`src/rtl/freq_counter_pkg.sv`:
```
// Shared mode encodings, gate FSM states and helpers for the frequency meter.
package freq_counter_pkg;

   localparam logic [1:0] MODE_OFF    = 2'b00;
   localparam logic [1:0] MODE_CONT   = 2'b01;
   localparam logic [1:0] MODE_SINGLE = 2'b10;

   // Shortest gate window; smaller programmed values are raised to this.
   localparam int unsigned GATE_MIN = 2;

   typedef enum logic {
      IDLE = 1'b0,
      RUN  = 1'b1
   } gate_state_t;

   // True for the two modes that keep a window running; 2'b11 behaves as off.
   function automatic logic mode_is_run(input logic [1:0] mode);
      logic run;
      case (mode)
         MODE_CONT:   run = 1'b1;
         MODE_SINGLE: run = 1'b1;
         MODE_OFF:    run = 1'b0;
         default:     run = 1'b0;
      endcase
      return run;
   endfunction

endpackage

```
`src/rtl/freq_counter_multi_chan.sv`:
```
// One measured input: synchroniser, edge detector and saturating edge counter.
// count_c/ovf_c present the window total including an edge detected this cycle,
// so the top level can latch them on the boundary while the counter restarts.
module freq_chan
   import freq_counter_pkg::*;
#(
   parameter int unsigned CNT_W       = 32,
   parameter int unsigned SYNC_STAGES = 2
) (
   input  logic             slowclock,
   input  logic             reset,
   input  logic             meas,
   input  logic             edge_sel,
   input  logic             clear,
   input  logic             capture,
   output logic [CNT_W-1:0] count_c,
   output logic             ovf_c
);

   localparam logic [CNT_W-1:0] CNT_MAX = '1;

   logic [SYNC_STAGES-1:0] sync_q;
   logic                   hist_q;
   logic [CNT_W-1:0]       cnt_q;
   logic                   ovf_q;
   logic                   edge_c;
   logic                   sat_c;

   // Synchroniser chain followed by a history flop for edge detection.
   always_ff @(posedge slowclock) begin
      if (reset) begin
         sync_q <= '0;
         hist_q <= 1'b0;
      end else begin
         sync_q <= {sync_q[SYNC_STAGES-2:0], meas};
         hist_q <= sync_q[SYNC_STAGES-1];
      end
   end

   // Edge detect and saturating increment of the running window count.
   always_comb begin
      edge_c  = 1'b0;
      sat_c   = 1'b0;
      count_c = cnt_q;
      ovf_c   = ovf_q;
      if (edge_sel) begin
         edge_c = sync_q[SYNC_STAGES-1] ^ hist_q;
      end else begin
         edge_c = sync_q[SYNC_STAGES-1] & ~hist_q;
      end
      sat_c = edge_c && (cnt_q == CNT_MAX);
      if (sat_c) begin
         count_c = CNT_MAX;
      end else begin
         count_c = cnt_q + CNT_W'(edge_c);
      end
      ovf_c = ovf_q | sat_c;
   end

   // Window counter: held at zero while idle, restarts on every boundary.
   always_ff @(posedge slowclock) begin
      if (reset) begin
         cnt_q <= '0;
         ovf_q <= 1'b0;
      end else if (clear || capture) begin
         cnt_q <= '0;
         ovf_q <= 1'b0;
      end else begin
         cnt_q <= count_c;
         ovf_q <= ovf_c;
      end
   end

endmodule

```
`src/rtl/freq_counter_multi.sv`:
```
// Multi-channel frequency meter: gate FSM, gate counter and result registers.
// Channel n result sits in freq_o[n*CNT_W +: CNT_W].
module freq_counter_multi
   import freq_counter_pkg::*;
#(
   parameter int unsigned NUM_CH      = 2,
   parameter int unsigned CNT_W       = 32,
   parameter int unsigned GATE_W      = 26,
   parameter int unsigned SYNC_STAGES = 2
) (
   input  logic                    slowclock,
   input  logic                    reset,
   input  logic [NUM_CH-1:0]       meas_i,
   input  logic [1:0]              mode_i,
   input  logic [NUM_CH-1:0]       edge_sel_i,
   input  logic [GATE_W-1:0]       gate_period_i,
   input  logic                    start_i,
   output logic                    busy_o,
   output logic                    valid_o,
   output logic [NUM_CH*CNT_W-1:0] freq_o,
   output logic [NUM_CH-1:0]       ovf_o
);

   gate_state_t state_q;
   gate_state_t state_nxt;

   logic [GATE_W-1:0]            gate_cnt_q;
   logic [GATE_W-1:0]            gate_cnt_nxt;
   logic [GATE_W-1:0]            gate_q;
   logic [NUM_CH-1:0]            edge_sel_q;
   logic [GATE_W-1:0]            gate_eff_c;
   logic [GATE_W-1:0]            gate_last_c;
   logic                         mode_run_c;
   logic                         load_cfg_c;
   logic                         done_c;
   logic                         chan_clear_c;
   logic [NUM_CH-1:0][CNT_W-1:0] chan_count_c;
   logic [NUM_CH-1:0]            chan_ovf_c;

   assign gate_eff_c  = (gate_period_i < GATE_W'(GATE_MIN)) ? GATE_W'(GATE_MIN) : gate_period_i;
   assign gate_last_c = gate_q - GATE_W'(1);
   assign mode_run_c  = mode_is_run(mode_i);

   // Counters are zero while idle and on the edge that aborts a window.
   assign chan_clear_c = (state_q == IDLE) || (state_nxt == IDLE);

   // Gate FSM next state, gate counter and window boundary decode.
   always_comb begin
      state_nxt    = state_q;
      gate_cnt_nxt = gate_cnt_q;
      load_cfg_c   = 1'b0;
      done_c       = 1'b0;
      case (state_q)
         IDLE: begin
            gate_cnt_nxt = '0;
            if ((mode_i == MODE_CONT) || ((mode_i == MODE_SINGLE) && start_i)) begin
               state_nxt  = RUN;
               load_cfg_c = 1'b1;
            end
         end
         RUN: begin
            if (!mode_run_c) begin
               state_nxt    = IDLE;
               gate_cnt_nxt = '0;
            end else if (gate_cnt_q == gate_last_c) begin
               done_c       = 1'b1;
               load_cfg_c   = 1'b1;
               gate_cnt_nxt = '0;
               if (mode_i != MODE_CONT) begin
                  state_nxt = IDLE;
               end
            end else begin
               gate_cnt_nxt = gate_cnt_q + GATE_W'(1);
            end
         end
         default: begin
            state_nxt    = IDLE;
            gate_cnt_nxt = '0;
         end
      endcase
   end

   // State, latched window configuration and result registers.
   always_ff @(posedge slowclock) begin
      if (reset) begin
         state_q    <= IDLE;
         gate_cnt_q <= '0;
         gate_q     <= GATE_W'(GATE_MIN);
         edge_sel_q <= '0;
         busy_o     <= 1'b0;
         valid_o    <= 1'b0;
         freq_o     <= '0;
         ovf_o      <= '0;
      end else begin
         state_q    <= state_nxt;
         gate_cnt_q <= gate_cnt_nxt;
         if (load_cfg_c) begin
            gate_q     <= gate_eff_c;
            edge_sel_q <= edge_sel_i;
         end
         busy_o  <= (state_nxt == RUN);
         valid_o <= done_c;
         if (done_c) begin
            freq_o <= chan_count_c;
            ovf_o  <= chan_ovf_c;
         end
      end
   end

   // One measurement channel per input bit.
   for (genvar n = 0; n < NUM_CH; n++) begin : g_chan
      freq_chan #(
         .CNT_W       (CNT_W),
         .SYNC_STAGES (SYNC_STAGES)
      ) u_chan (
         .slowclock (slowclock),
         .reset     (reset),
         .meas      (meas_i[n]),
         .edge_sel  (edge_sel_q[n]),
         .clear     (chan_clear_c),
         .capture   (done_c),
         .count_c   (chan_count_c[n]),
         .ovf_c     (chan_ovf_c[n])
      );
   end

endmodule

```
`config.mk`:
```
export PLATFORM = sky130hd
export DESIGN_NAME = freq_counter_multi
export DESIGN_NICKNAME = d
export VERILOG_FILES = /design/src/rtl/freq_counter_pkg.sv /design/src/rtl/freq_counter_multi_chan.sv /design/src/rtl/freq_counter_multi.sv
export SDC_FILE = /design/constraint.sdc
export NUM_CORES = 1
export LEC_CHECK = 0
export CAP_MARGIN = 20
export CORE_ASPECT_RATIO = 0.75
export CORE_MARGIN = 3
export CORE_UTILIZATION = 50
export DETAILED_ROUTE_END_ITERATION = 10
export PLACE_DENSITY = 0.76
export SYNTH_ARGS = -nofsm -noshare
export SYNTH_HDL_FRONTEND = slang
export SYNTH_SLANG_ARGS = --single-unit
```
`constraint.sdc`:
```
create_clock -name slowclock -period 4.75 [get_ports slowclock]
set_input_delay 0.95 -clock slowclock [delete_from_list [all_inputs] [get_ports slowclock]]
set_output_delay 0.95 -clock slowclock [all_outputs]
set_load 0.03 [all_outputs]
```
Word level (Yosys, flattened, before mapping)

Cells that the tools add are included.
Widths: inputs -> output; s select.

Add/sub/neg operators: 4
$lt $le $gt $ge: 1
Equality and inequality tests: 6
Multiplexer cells: 18
Bitwise gates (word level): 10
Reductions and logical operators: 8

Operators with widths:

| kind                  | number |
|---|---|
| $mux 26               | 3 |
| $add 32x1->32         | 2 |
| $eq 32x32->1 const B  | 2 |
| $mux 32               | 2 |
| $pmux 26 s2           | 1 |
| $add 26x1->26 const B | 1 |
| $eq 26x26->1          | 1 |
| $lt 26x2->1 const B   | 1 |
| $sub 26x1->26 const B | 1 |
| $mux 1                | 10 |
| $not 1->1             | 4 |
| $pmux 1 s2            | 2 |
| $reduce_or 2->1       | 2 |
| $logic_and 1x1->1     | 3 |
| $logic_or 1x1->1      | 3 |
| $and 1x1->1           | 2 |
| $eq 2x1->1 const B    | 1 |
| $eq 2x2->1 const B    | 1 |
| $ne 2x1->1 const B    | 1 |
| $or 1x1->1            | 2 |
| $xor 1x1->1           | 2 |

Register bits after elaboration: 194
Output and inout port bits: 68
Logic and storage cells: 62

Logic depth before layout (Yosys ltp)

Depth in word-level cells: 9
Mapped depth: 15

Modules after synthesis

A second synthesis with hierarchy kept.

Cells, all modules: 1180
Area, all modules: 9542.9 um^2

By module, submodules not included:

| module                       | times used | cells each | area an instance (um^2) |
|---|---|---|---|
| freq_counter_multi           | 1          | 721        | 5855.6 |
| freq_chan (g_chan[1].u_chan) | 1          | 231        | 1863.0 |
| freq_chan (g_chan[0].u_chan) | 1          | 228        | 1824.2 |

Worst setup path after synthesis

No wires, ideal clock.

Path type: register -> register
Start point: register gate_q[5]
End point: register g_chan[1].u_chan.cnt_q[10]
Arrival time: 3.231 ns
Path slack: 1.387 ns
Stages on the path, launching flop included: 12
Path buffers: 3
Cell sequence: dfxtp_1 -> or4_1 -> or4_1 -> clkbuf_1 -> o31a_1 -> a2111oi_2 -> nand3_1 -> or4_4 -> nand3b_2 -> buf_6 -> buf_6 -> a21oi_1

Word-level cells in the longest chain between the ends: 9
Elaborated cells between the ends (all ways): 12
Those cells by class: add/sub: 1; eq/ne: 1; mux: 6; bitwise: 1; reduce/logical: 3

RTL lines:

| item                               | RTL line                      | RTL |
|---|---|---|
| start: declaration                 | freq_counter_multi.sv:29      | `logic [GATE_W-1:0] gate_q;` |
| start signal: assignment           | freq_counter_multi.sv:88      | `gate_q <= GATE_W'(GATE_MIN);` |
| start signal: assignment           | freq_counter_multi.sv:98      | `gate_q <= gate_eff_c;` |
| $sub 26x1->26 *                    | freq_counter_multi.sv:41      | `assign gate_last_c = gate_q - GATE_W'(1);` |
| $eq 26x26->1 *                     | freq_counter_multi.sv:65      | `end else if (gate_cnt_q == gate_last_c) begin` |
| $mux 1                             | freq_counter_multi.sv:65      |  |
| $mux 1                             | freq_counter_multi.sv:62      | `if (!mode_run_c) begin` |
| $pmux 1 s2                         | freq_counter_multi.sv:53      | `case (state_q)` |
| $not 1->1                          | freq_counter_multi.sv:45      | `assign chan_clear_c = (state_q == IDLE) \|\| (state_nxt == IDLE);` |
| $logic_or 1x1->1                   | freq_counter_multi.sv:45      |  |
| $logic_or 1x1->1 *                 | freq_counter_multi_chan.sv:65 | `end else if (clear \|\| capture) begin` |
| $reduce_or 2->1 (no source line) * | -                             |  |
| end signal: assignment             | freq_counter_multi_chan.sv:69 | `cnt_q <= count_c;` |
| end: declaration                   | freq_counter_multi_chan.sv:24 | `logic [CNT_W-1:0] cnt_q;` |

Every way passes the cells marked *; elsewhere a longest branch is shown, timed or not.
A chain may end at the register's enable or synchronous reset.

Worst setup path in the final report

Start point: register gate_q[5]
End point: register g_chan[0].u_chan.cnt_q[4]

Word-level cells in the longest chain between the ends: 9
Elaborated cells between the ends (all ways): 12
Those cells by class: add/sub: 1; eq/ne: 1; mux: 6; bitwise: 1; reduce/logical: 3

RTL lines:

| item                               | RTL line |
|---|---|
| $sub 26x1->26 *                    | freq_counter_multi.sv:41 |
| $eq 26x26->1 *                     | freq_counter_multi.sv:65 |
| $mux 1                             | freq_counter_multi.sv:65 |
| $mux 1                             | freq_counter_multi.sv:62 |
| $pmux 1 s2                         | freq_counter_multi.sv:53 |
| $not 1->1                          | freq_counter_multi.sv:45 |
| $logic_or 1x1->1                   | freq_counter_multi.sv:45 |
| $logic_or 1x1->1 *                 | freq_counter_multi_chan.sv:65 |
| $reduce_or 2->1 (no source line) * | - |
| end signal: assignment             | freq_counter_multi_chan.sv:69 |
| end: declaration                   | freq_counter_multi_chan.sv:24 |

Marked as above.

==> impl_metrics.toml <==
[outcome]
status = "finished clean"

[synthesis]
yosys_most_used_dff = "dfxtp_1"
synthCells = 1064
ys_top_cells_by_area = "dfxtp_1 (42%), mux2i_1 (7.2%), nor2_1 (5.9%)"
synth-compound-area-share_pct = 9.611
synth.distinct_cells = 55
ys_async_sr_fraction_pct = 0
synth.avg_cell_area_sq_um = 8.589
yosysTopAreaCell = "dfxtp_1"
yosysWarnings = 0
synth_edf_count = 0
syn_nets = 1109
synth_xor_area_share_pct = 10.93
yosys-mux-area-fraction_pct = 7.352
synthAdderAreaFrac_pct = 1.369
synth-simple-area-share_pct = 24.01
synth_top_area_share_pct = 42.50
synth_top_family_by_area = "simple AND/OR/NAND/NOR gates"
synth_seq_cells = 194
synth_area_sq_um = 9139
yosysSeqAreaShare_pct = 42.50

[timing]
finClkSkew_ns = 0.008541
rsz0062_at_grt = "no"
max_slew_margin_pct = 31.04
final-hold-violation-count = 0
layout_min_cycle_time_ns = 4.006
slew_viol_final = 0
setup_violations = 0
setup_ws_ns = 0.7440
max_freq_mhz = 249.6
min_period_over_period_pct = 84.34
setup_tns_ns = 0
worst_pin_slew_ns = 1.034

[critical_path]
required_ns = 5.02
worstSetupPathType = "reg -> reg"
start_kind = "register"
critical_path.max_fanout = 61
worstPathArrival_ns = 4.27
endpoint_kind = "register"

[routing]
via_count = 7589
via_per_inst = 5.472
drcViolationCount = 0
wl_per_cell_um = 14.84
drtIter0Drc = 540
drtPass1Iterations = 5
drt-total-wl_um = 20590
drtAntennaViolNets = 0

[floorplanning]
die-area_sq_um = 19950
die_h_um = 123.1
core_sq_um = 17760
die_x_um = 162.1
rows = 42
start_util_pct = 51.45
ios = 103

[place]
dpl_cell_area_sq_um = 10260
place_ws_ns = 0.8090
io_buffers = 102
dp_hpwl_um = 14230
gp_congestion = 0.9584

[power]
peakVddDrop_mv = 0.2020
pwr-share-seq_pct = 49.3
p_sw_mw = 0.7927
intPower_mw = 2.593
powerDensity_nw_per_um2 = 311.7
p_leak_nw = 3.930
pwr-share-comb_pct = 7.3
power.share.switching_pct = 23.42
clkPwrFrac_pct = 43.4

[job]
cap_violations = 0

[clocking]
post_cts_resized = 0
postCtsHoldBufs = 0
cts.sinks = 194
postCtsSetupBuffers = 0
cts_made_buffers = 17
cts_tree = "built"
cts_root_buf = "clkbuf_16"
h-tree-depth = 4
clk_pin_slew_ns = 0.07
clk_latency_ns = 0.44
cts_max_path_buffers = 2

[layout]
antenna_cells = 0
nets = 1177
postLayoutCoreUtil_pct = 61.14
area_growth_pct = 18.83
layout-drive-gt1-share_pct = 5.153
final_area_sq_um = 10860

[min_path]
hold_class = "reg -> reg"

[grt]
grt_pass1_wl_um = 34380
grt_antenna_before_repair = 0
grt_pass1_vias = 7023
overflow = 0
grt_start_max_net_pins = 75
track_usage_pct = 21.00
[synthesized netlist by cell type, types with 14 or more instances]
master    number
nand3_1       38
nor2_1       144
xor2_1        55
nor2b_1       14
o21ai_0       37
xnor2_1       59
clkbuf_1      41
inv_1         14
a21oi_1       92
nor3_1        18
nand4_1       23
nand2_1      103
nand3b_1      26
dfxtp_1      194
mux2i_1       66
nor4_1        18
[path summary, 6_finish.rpt]
kind	start	end	slack (ns)	cells past startpoint
worst max-delay path	gate_q[5]	g_chan[0].u_chan.cnt_q[4]	0.74	9
worst min-delay path	g_chan[1].u_chan.sync_q[0]	g_chan[1].u_chan.sync_q[1]	0.45	1
worst max register to register	gate_q[5]	g_chan[0].u_chan.cnt_q[4]	0.74	9
worst min register to register	g_chan[1].u_chan.sync_q[0]	g_chan[1].u_chan.sync_q[1]	0.45	1
[metal layers]
layer | track usage, % | vias up | wire length, um | part of all wire [%]
li1 | - | 3804 | - | -
met1 | 30.20 | 3600 | 10220 | 50
met2 | 32.19 | 162 | 9066 | 44
met3 | 4.923 | 23 | 1106 | 5.4
met4 | 4.901 | 0 | 197 | 0.96
met5 | 0 | - | 0 | 0
[power by group through the flow]
stage	clock network (mW)	registers (mW)	logic [mW]
detailed placement	0	1.70	0.243
finish	1.47	1.67	0.248
global route	1.56	1.67	0.272
global placement	0	1.70	0.241
floorplan	0	1.70	0.168
CTS	1.49	1.67	0.244
[kinds of logic (layout without fill, tap and decap cells)]
kind of cell / Yosys count / count (layout)
AO/OA/AOI/OAI: 157 / 157
buffers and inverters: 77 / 158
multiplexers: 67 / 67
flip-flops: 194 / 194
AND/OR/NAND/NOR: 445 / 445
adder cells (fa/ha/maj): 10 / 10
XOR/XNOR: 114 / 114
[flip-flops by register name, indices dropped and copies added (netlist names)]
signal and flops:
edge_sel_q 2, freq_o 64, g_chan.u_chan.cnt_q 64, g_chan.u_chan.hist_q 2, g_chan.u_chan.ovf_q 2, g_chan.u_chan.sync_q 4, gate_cnt_q 26, gate_q 26
ovf_o 2, state_q 1, valid_o 1
[metrics by stage]
stage | hold slack (ns) | power, mW | std cells
3_5_place_dp | 0.4335 | 1.947 | 1355
4_1_cts | 0.4548 | 3.400 | 1387
2_1_floorplan | 0.4138 | 1.864 | 1064
3_3_place_gp | 0.4193 | 1.944 | 1355
6_report | 0.4451 | 3.385 | 1387
5_1_grt | 0.4743 | 3.504 | 1387
[final cells by class]
class,instances,area [sq um]
clock buffer,19,442.9
clock inverter,13,158.9
fill,1531,6903
inverter,14,52.55
multi-input combinational,793,4887
sequential,194,3884
tap,242,302.8
timing repair buffer,112,1131
[cell usage in the layout, fill, tap and decap left out, types with 3 or more instances in the layout]
cell type        count
a21oi_1             92
and2_1               3
and3_1              12
and4_1              11
buf_12               3
buf_4                8
bufinv_16            3
clkbuf_16           17
clkdlybuf4s50_1    101
clkinv_2             4
clkinvlp_4           3
dfxtp_1            194
ha_1                10
inv_1               14
mux2i_1             66
nand2_1            103
nand2b_1             6
nand3_1             38
nand3b_1            26
nand4_1             23
nor2_1             144
nor2b_1             14
nor3_1              18
nor4_1              18
o211ai_1             3
o21ai_0             37
o31ai_1              3
or2_2                8
or3_1                7
or4_1                4
xnor2_1             59
xor2_1              55
[critical path, stage by stage, from the launching register on]
cell       delay, ns
dfxtp_1         0.36
or4_1           0.65
or4_1           0.63
o31a_1          0.36
a2111oi_2       0.37
nand3_1         0.15
or4_4           0.57
nand3b_4        0.33
buf_12          0.32
a21oi_1         0.08
Note: power is estimated with default switching activity, not from simulation.
